### src/rtl/ps2_pkg.sv
// ============================================================
// Module : ps2_pkg
// Shared PS/2 types, command/response codes and parity helper.
// Rev    : 1.0
// ============================================================
`timescale 1ns/1ps
`default_nettype none

package ps2_pkg;

  typedef enum logic [2:0] {
    IDLE      = 3'd0,
    INHIBIT   = 3'd1,
    RTS       = 3'd2,
    DATA      = 3'd3,
    ACK       = 3'd4,
    WAIT_IDLE = 3'd5
  } tx_state_t;

  localparam logic [7:0] PS2_CMD_SET_LEDS = 8'hED;
  localparam logic [7:0] PS2_CMD_ECHO     = 8'hEE;
  localparam logic [7:0] PS2_CMD_RESET    = 8'hFF;

  localparam logic [7:0] PS2_RSP_ACK      = 8'hFA;
  localparam logic [7:0] PS2_RSP_RESEND   = 8'hFE;

  // Parity bit that makes the total count of ones over data+parity odd.
  function automatic logic odd_parity(input logic [7:0] b);
    return ~^b;
  endfunction

endpackage

`default_nettype wire

### src/rtl/ps2_line_sync.sv
// ============================================================
// Module : ps2_line_sync
// Synchronizes raw PS/2 clock/data and flags falling clock edges.
// Rev    : 1.0
// ============================================================
`timescale 1ns/1ps
`default_nettype none

module ps2_line_sync #(
  parameter int SYNC_STAGES = 2
) (
  input  logic clk_in,
  input  logic rst_in,
  input  logic line_clk_in,
  input  logic line_data_in,
  output logic clk_sync_out,
  output logic data_sync_out,
  output logic clk_fe_out
);

  logic [SYNC_STAGES-1:0] r_clk_sync;
  logic [SYNC_STAGES-1:0] r_data_sync;
  logic                   r_clk_prev;

  // Reset to the released (high) level so no false edge appears after reset.
  always_ff @(posedge clk_in or negedge rst_in) begin
    if (!rst_in) begin
      r_clk_sync  <= '1;
      r_data_sync <= '1;
      r_clk_prev  <= 1'b1;
    end else begin
      r_clk_sync[0]  <= line_clk_in;
      r_data_sync[0] <= line_data_in;
      for (int i = 1; i < SYNC_STAGES; i++) begin
        r_clk_sync[i]  <= r_clk_sync[i-1];
        r_data_sync[i] <= r_data_sync[i-1];
      end
      r_clk_prev <= r_clk_sync[SYNC_STAGES-1];
    end
  end

  assign clk_sync_out  = r_clk_sync[SYNC_STAGES-1];
  assign data_sync_out = r_data_sync[SYNC_STAGES-1];
  assign clk_fe_out    = r_clk_prev & ~r_clk_sync[SYNC_STAGES-1];

endmodule

`default_nettype wire

### src/rtl/ps2_host_tx.sv
// ============================================================
// Module : ps2_host_tx
// PS/2 host-to-device command transmitter with line-level ACK check.
// Rev    : 1.0
// ============================================================
`timescale 1ns/1ps
`default_nettype none

module ps2_host_tx
  import ps2_pkg::*;
#(
  parameter int INHIBIT_CYCLES = 10000,
  parameter int TIMEOUT_CYCLES = 1500000,
  parameter int SYNC_STAGES    = 2
) (
  input  logic       clk_in,
  input  logic       rst_in,
  input  logic       ps2_clk_in,
  input  logic       ps2_data_in,
  output logic       ps2_clk_oe,
  output logic       ps2_data_oe,
  input  logic       cmd_valid_in,
  input  logic [7:0] cmd_in,
  output logic       cmd_ready_out,
  output logic       busy_out,
  output logic       done_out,
  output logic       ack_ok_out,
  output logic       error_out
);

  localparam int c_CNT_MAX = (INHIBIT_CYCLES > TIMEOUT_CYCLES) ? INHIBIT_CYCLES : TIMEOUT_CYCLES;
  localparam int c_CNT_W   = $clog2(c_CNT_MAX + 1);
  localparam logic [c_CNT_W-1:0] c_INHIBIT_LAST = c_CNT_W'(INHIBIT_CYCLES - 1);
  localparam logic [c_CNT_W-1:0] c_TIMEOUT      = c_CNT_W'(TIMEOUT_CYCLES);

  logic w_clk_sync, w_data_sync, w_clk_fe;

  ps2_line_sync #(.SYNC_STAGES(SYNC_STAGES)) u_sync (
    .clk_in        (clk_in),
    .rst_in        (rst_in),
    .line_clk_in   (ps2_clk_in),
    .line_data_in  (ps2_data_in),
    .clk_sync_out  (w_clk_sync),
    .data_sync_out (w_data_sync),
    .clk_fe_out    (w_clk_fe)
  );

  tx_state_t          r_state, w_state_nxt;
  logic [c_CNT_W-1:0] r_cnt, w_cnt_nxt;
  logic [3:0]         r_bit_cnt, w_bit_cnt_nxt;
  logic [7:0]         r_cmd, w_cmd_nxt;
  logic               r_parity, w_parity_nxt;
  logic               r_data_oe, w_data_oe_nxt;
  logic               r_ack_ok, w_ack_ok_nxt;
  logic               w_timed, w_timeout, w_done;

  always_ff @(posedge clk_in or negedge rst_in) begin
    if (!rst_in) begin
      r_state   <= IDLE;
      r_cnt     <= '0;
      r_bit_cnt <= '0;
      r_cmd     <= '0;
      r_parity  <= 1'b0;
      r_data_oe <= 1'b0;
      r_ack_ok  <= 1'b0;
    end else begin
      r_state   <= w_state_nxt;
      r_cnt     <= w_cnt_nxt;
      r_bit_cnt <= w_bit_cnt_nxt;
      r_cmd     <= w_cmd_nxt;
      r_parity  <= w_parity_nxt;
      r_data_oe <= w_data_oe_nxt;
      r_ack_ok  <= w_ack_ok_nxt;
    end
  end

  always_comb begin
    w_state_nxt   = r_state;
    w_cnt_nxt     = r_cnt;
    w_bit_cnt_nxt = r_bit_cnt;
    w_cmd_nxt     = r_cmd;
    w_parity_nxt  = r_parity;
    w_data_oe_nxt = r_data_oe;
    w_ack_ok_nxt  = r_ack_ok;
    w_done        = 1'b0;
    w_timeout     = 1'b0;
    w_timed       = (r_state == RTS) || (r_state == DATA) ||
                    (r_state == ACK) || (r_state == WAIT_IDLE);

    // One counter serves as the inhibit timer and as the inter-edge watchdog.
    if (w_timed) begin
      w_cnt_nxt = w_clk_fe ? '0 : r_cnt + 1'b1;
      w_timeout = !w_clk_fe && (r_cnt == c_TIMEOUT);
    end

    case (r_state)
      IDLE: begin
        if (cmd_valid_in) begin
          w_cmd_nxt     = cmd_in;
          w_parity_nxt  = odd_parity(cmd_in);
          w_bit_cnt_nxt = '0;
          w_cnt_nxt     = '0;
          w_ack_ok_nxt  = 1'b0;
          w_state_nxt   = INHIBIT;
        end
      end
      INHIBIT: begin
        if (r_cnt == c_INHIBIT_LAST) begin
          w_data_oe_nxt = 1'b1;
          w_cnt_nxt     = '0;
          w_state_nxt   = RTS;
        end else begin
          w_cnt_nxt = r_cnt + 1'b1;
        end
      end
      RTS, DATA: begin
        if (w_clk_fe) begin
          w_bit_cnt_nxt = r_bit_cnt + 4'd1;
          w_state_nxt   = DATA;
          if (r_bit_cnt < 4'd8) begin
            w_data_oe_nxt = ~r_cmd[r_bit_cnt[2:0]];
          end else if (r_bit_cnt == 4'd8) begin
            w_data_oe_nxt = ~r_parity;
          end else begin
            w_data_oe_nxt = 1'b0;
            w_state_nxt   = ACK;
          end
        end
      end
      ACK: begin
        if (w_clk_fe) begin
          w_ack_ok_nxt  = ~w_data_sync;
          w_bit_cnt_nxt = r_bit_cnt + 4'd1;
          w_state_nxt   = WAIT_IDLE;
        end
      end
      WAIT_IDLE: begin
        if (w_clk_sync && w_data_sync) begin
          w_done      = 1'b1;
          w_state_nxt = IDLE;
        end
      end
      default: w_state_nxt = IDLE;
    endcase

    // Abort wins over completion so done and error can never coincide.
    if (w_timeout) begin
      w_state_nxt   = IDLE;
      w_data_oe_nxt = 1'b0;
      w_done        = 1'b0;
    end
  end

  assign ps2_clk_oe    = (r_state == INHIBIT);
  assign ps2_data_oe   = r_data_oe;
  assign cmd_ready_out = (r_state == IDLE);
  assign busy_out      = (r_state != IDLE);
  assign done_out      = w_done;
  assign ack_ok_out    = w_done & r_ack_ok;
  assign error_out     = w_timeout;

endmodule

`default_nettype wire

### config.mk
export PLATFORM = sky130hd
export DESIGN_NAME = ps2_host_tx
export DESIGN_NICKNAME = d
export VERILOG_FILES = /design/src/rtl/ps2_pkg.sv /design/src/rtl/ps2_line_sync.sv /design/src/rtl/ps2_host_tx.sv
export SDC_FILE = /design/constraint.sdc
export NUM_CORES = 1
export LEC_CHECK = 0
export ABC_AREA = 1
export CAP_MARGIN = 25
export CORE_MARGIN = 4
export CORE_UTILIZATION = 55
export CTS_BUF_LIST = sky130_fd_sc_hd__clkbuf_4 sky130_fd_sc_hd__clkbuf_8
export DETAILED_ROUTE_END_ITERATION = 8
export GPL_TIMING_DRIVEN = 1
export PLACE_DENSITY = 0.78
export SKIP_CTS_REPAIR_TIMING = 1
export SYNTH_ARGS = -nofsm -noshare
export SYNTH_HDL_FRONTEND = slang
export SYNTH_SLANG_ARGS = --single-unit
### constraint.sdc
create_clock -name clk_in -period 2.09 [get_ports clk_in]
set_clock_uncertainty 0.2 [all_clocks]
set_input_delay 0.209 -clock clk_in [delete_from_list [all_inputs] [get_ports clk_in]]
set_output_delay 0.209 -clock clk_in [all_outputs]
set_load 0.01 [all_outputs]
== After elaboration in Yosys (flattened, before gate mapping) ==
Index checks and enable logic that the tools add are counted.
Storage, ports and cells
  register bits after elaboration: 44
  input bits: 13
  word-level logic and storage cells: 87
Operators by class
  add/subtract/negate cells: 2
  $lt $le $gt $ge: 2
  equal/unequal tests: 16
  muxes and demuxes: 32
  bitwise gates (word level): 6
  reduce and logical (&&, ||, !) cells: 19
Operators with widths (number)
  21-bit two-way mux: 4
  21-bit case mux with 2 select lines: 1
  3-bit two-way mux: 8
  21-bit by 1-bit adder with 21-bit output (second input constant): 1
  21-bit by 14-bit == test with 1-bit output (second input constant): 1
  21-bit == test (second input constant): 1
  3-bit case mux with 5 select lines: 1
  1-bit two-way mux: 12
  3-bit AND reduction: 3
  4-bit two-way mux: 2
  4-bit case mux with 2 select lines: 1
  8-bit XNOR reduction: 1
  3-bit by 2-bit == test with 1-bit output (second input constant): 2
  3-bit == test (second input constant): 2
  3-bit by 2-bit != test with 1-bit output (second input constant): 2
  3-bit != test (second input constant): 2
  3-bit nonzero test: 2
  5-bit AND reduction: 1
  4-bit by 1-bit adder with 4-bit output (second input constant): 1
  4-bit == test (second input constant): 1
  3-bit by 4-bit less-than comparator with 1-bit output (second input constant): 1
  4-bit less-than comparator (second input constant): 1
  2-bit != test (second input constant): 2
  1-bit NOT: 4
  14 further kinds: 20

== Longest topological paths before layout ==
  depth in word-level cells: 7
  depth in mapped cells: 11
  mapped depth without buffers: 10

== By module ==
A second synthesis with hierarchy kept.
Unflattened totals
  cells, all modules: 394
  area, all modules: 2824.0 um^2
By module, submodules not included
  ps2_host_tx: instances 1, cells each 387, area each 2682.6 um^2, seq. area each 975.9 um^2
  ps2_line_sync: instances 1, cells each 7, area each 141.4 um^2, seq. area each 131.4 um^2

== Worst setup path before layout ==
No wires, ideal clock.
  path type: register -> output
  from: reg r_state[2]
  to: out ack_ok_out
  arrival time: 1339 ps
  data required time: 1681 ps
  setup slack: 342 ps
  stages on the path, launching flop included: 7
  path buffers: 0
  cell sequence: dfrtp_1 inv_2 nand2_4 nand3_2 nand4_1 inv_1 nor3_1
On the way
  longest elaborated chain between the ends: 7
  elaborated cells on any way between the ends: 11
  classes of those cells: eq/ne: 4; mux: 3; bitwise: 1; reduce/logical: 3
Ends and longest elaborated chain
  start: declaration: line ps2_host_tx.sv:48  | tx_state_t r_state, w_state_nxt;
  start signal: assignment: line ps2_host_tx.sv:67  | r_state <= w_state_nxt;
  3-bit by 2-bit == test with 1-bit output: line ps2_host_tx.sv:87  | w_timed = (r_state == RTS) || (r_state == DATA) ||
  1-bit logical OR (2 in series): line ps2_host_tx.sv:87
  1-bit logical OR (*): line ps2_host_tx.sv:88  | (r_state == ACK) || (r_state == WAIT_IDLE);
  1-bit two-way mux (*): line ps2_host_tx.sv:91  | if (w_timed) begin
  net error_out: line ps2_host_tx.sv:28  | output logic error_out
  1-bit two-way mux (*): line ps2_host_tx.sv:147  | if (w_timeout) begin
  1-bit bitwise AND (*): line ps2_host_tx.sv:159  | assign ack_ok_out = w_done & r_ack_ok;
  end: declaration: line ps2_host_tx.sv:27  | output logic ack_ok_out,
Mark *: on every way through the listed nets, which the timed path passes. The rest lies on a longest branch.

== Worst setup path after layout ==
  from: reg r_cnt[1]
  to: out error_out
On the way
  longest elaborated chain between the ends: 3
Ends and longest elaborated chain
  start: declaration: line ps2_host_tx.sv:49  | logic [c_CNT_W-1:0] r_cnt, w_cnt_nxt;
  start signal: assignment: line ps2_host_tx.sv:68  | r_cnt <= w_cnt_nxt;
  21-bit == test: line ps2_host_tx.sv:93  | w_timeout = !w_clk_fe && (r_cnt == c_TIMEOUT);
  1-bit logical AND: line ps2_host_tx.sv:93
  1-bit two-way mux: line ps2_host_tx.sv:91
  end: declaration: line ps2_host_tx.sv:28
Every way passes these cells.

==> out/results.ini <==
[clock_network]
cts_tree=yes
worstSkewPairLatency_ns=0.30
clockBufferDepth=2
cts_buffers=5
cts_num_sinks=44
path_clk_slew_ns=0.09
h-tree-depth=2
cts-root-buf=clkbuf_8

[layout]
area_growth_pct=27.3
final_cell_mix=97 x nand2_1, 52 x nand3_1, 49 x buf_4
drive_gt1_share_pct=24.4
design_area_um2=3590
finalNonFillerCells=531
antenna_cells=0
layout_commonest_cell=nand2_1
final_core_util_pct=74.1
fin_nets=480

[yosys]
ys_top_cells_by_area=dfrtp_1 35%, nand2_1 13%, nand3_1 9.2%
synth_seq_area_share_pct=39.2
synth_top_area_cell=dfrtp_1
ys_warn_count=0
syn_area_um2=2820
syn_avg_cell_area_um2=7.24
syn-instance-count=390
syn_nets=407
synth_seq_cells=44
yosysTopAreaCellShare_pct=34.6
yosysUniqueCellTypes=35

[drt]
drt_iter0_drc=216
drtPass1Iterations=5
vias=2844
vias_per_cell=5.36
wl_um=7260
postRouteAntennaNets=0
post_drt_wl_per_cell_um=13.7
drc_errors=0

[setup_path]
crit_path_start_kind=flip-flop
setup.worst_path.class=reg2out
critical_path_arrival_ns=1.62
critPathLaunch=r_cnt[1]
r2r_slack_ns=0.12
critical_path.max_fanout=3
reg2reg_from=r_state[1]
endpoint_kind=output port
worstPathRequired_ns=1.68

[die]
die_h_um=79.7
core.rowCount=25
dieWidth_um=79.7
io_pins=20
design.core.area_um2=4850
start_util_pct=58.2
die_area_um2=6340

[timing]
max_freq_ghz=0.493
relSlewSlack_pct=62.1
finalCriticalPeriod_ns=2.03
final-max-slew-violation-count=0
tightest_slew_ns=0.569
finalHoldViolCount=0
fin_crit_sh_pct=97.0
rsz0062_at_grt=true
finalSetupViolations=0

[pwr]
max-vdd-ir-drop_mv=0.639
powerDensity_nw_per_um2=1030
finalPower_mw=3.70
cellLeakagePower_nw=1.80

[global_routing]
grt_overflow=0
antenna_found_initial=0
grt_max_degree=26
grt.total_usage_pct=25.6
grt_pass1_vias=2784
grt_pass1_wl_um=12700

[place]
dp_cells=515
post-dp-hpwl_um=5680
postPlaceCellArea_um2=3400
routabilityCongestion=0.984
portBuffers=19

[hold_path]
hp-class=in2reg
holdCritStartpoint=ps2_data_in

[status]
status=finished clean

[flow_run]
maxCapViolCount=0

area by class of cell:
cell class	count	area, µm²
multi-input cells	287	1490
fillers	377	1250
flip-flops and latches	44	1110
repair buffers	71	593
inverters	54	206
well taps	67	83.8
clock buffers	5	68.8
clock inverters	3	42.5
logic make-up after synthesis:
kind of cell / Yosys count / synth area share (%)
adder cells (fa/ha/maj): 4 / 1.77
buffers and inverters: 59 / 8.73
AO/OA/AOI/OAI: 43 / 9.66
XOR/XNOR: 9 / 2.79
flip-flops: 44 / 39.2
AND/OR/NAND/NOR: 231 / 37.8
cell usage after synthesis (all sizes together):
library cell / instances
clkinv: 2
nand4: 9
a21oi: 11
nor2: 52
o21ai: 30
ha: 4
buf: 5
o21bai: 1
a21o: 1
nor3: 8
or2: 1
nand3b: 1
dfrtp: 39
nand3: 53
nand2: 106
xor2: 4
xnor2: 5
dfstp: 5
nor4: 1
inv: 52
registers in the layout, indices dropped and copies added (netlist names), 2 cells and up:
name                cells
r_cnt                  21
r_cmd                   8
r_bit_cnt               4
r_state                 3
u_sync.r_clk_sync       2
u_sync.r_data_sync      2
power breakdown:
part	internal, mW	switching, mW
combinational	0.739	1.09
clock	0.354	0.300
sequential	1.06	0.150
critical path, cell delays in order, from the launching register on:
cell	delay [ns]
dfrtp_1	0.40
inv_2	0.06
ha_2	0.16
nand4_1	0.13
nor2_1	0.13
nand4_1	0.15
inv_2	0.11
buf_6	0.10
buf_6	0.09
metal layers:
metal  up-vias  track usage, %  wire [µm]
met1      1350            34.9       3280
met3        15            5.19        457
met2        84            40.6       3390
met4         0            8.59        136
met5         -               0          0
li1       1395               -          -
stage by stage:
step                hold WS [ns]  worst slack, ns  setup TNS (ns)
floorplan                 -0.287            0.342               0
global placement          0.0207         -0.00818        -0.00818
detailed placement        0.0312          -0.0580         -0.0619
CTS                       -0.293           -0.398           -1.64
global route              0.0874          -0.0332         -0.0697
finish                     0.108           0.0628               0
worst paths after layout:
path                                               to  cells past startpoint
worst min register to register  u_sync.r_data_sync[1]                      0
worst min-delay path            u_sync.r_data_sync[0]                      1
max in group asynchronous           u_sync.r_clk_prev                      3
worst max-delay path                        error_out                      8
min in group asynchronous                    r_cmd[4]                      2
worst max register to register               r_cnt[4]                     10
No activity file was read; power rests on OpenSTA's default activity.
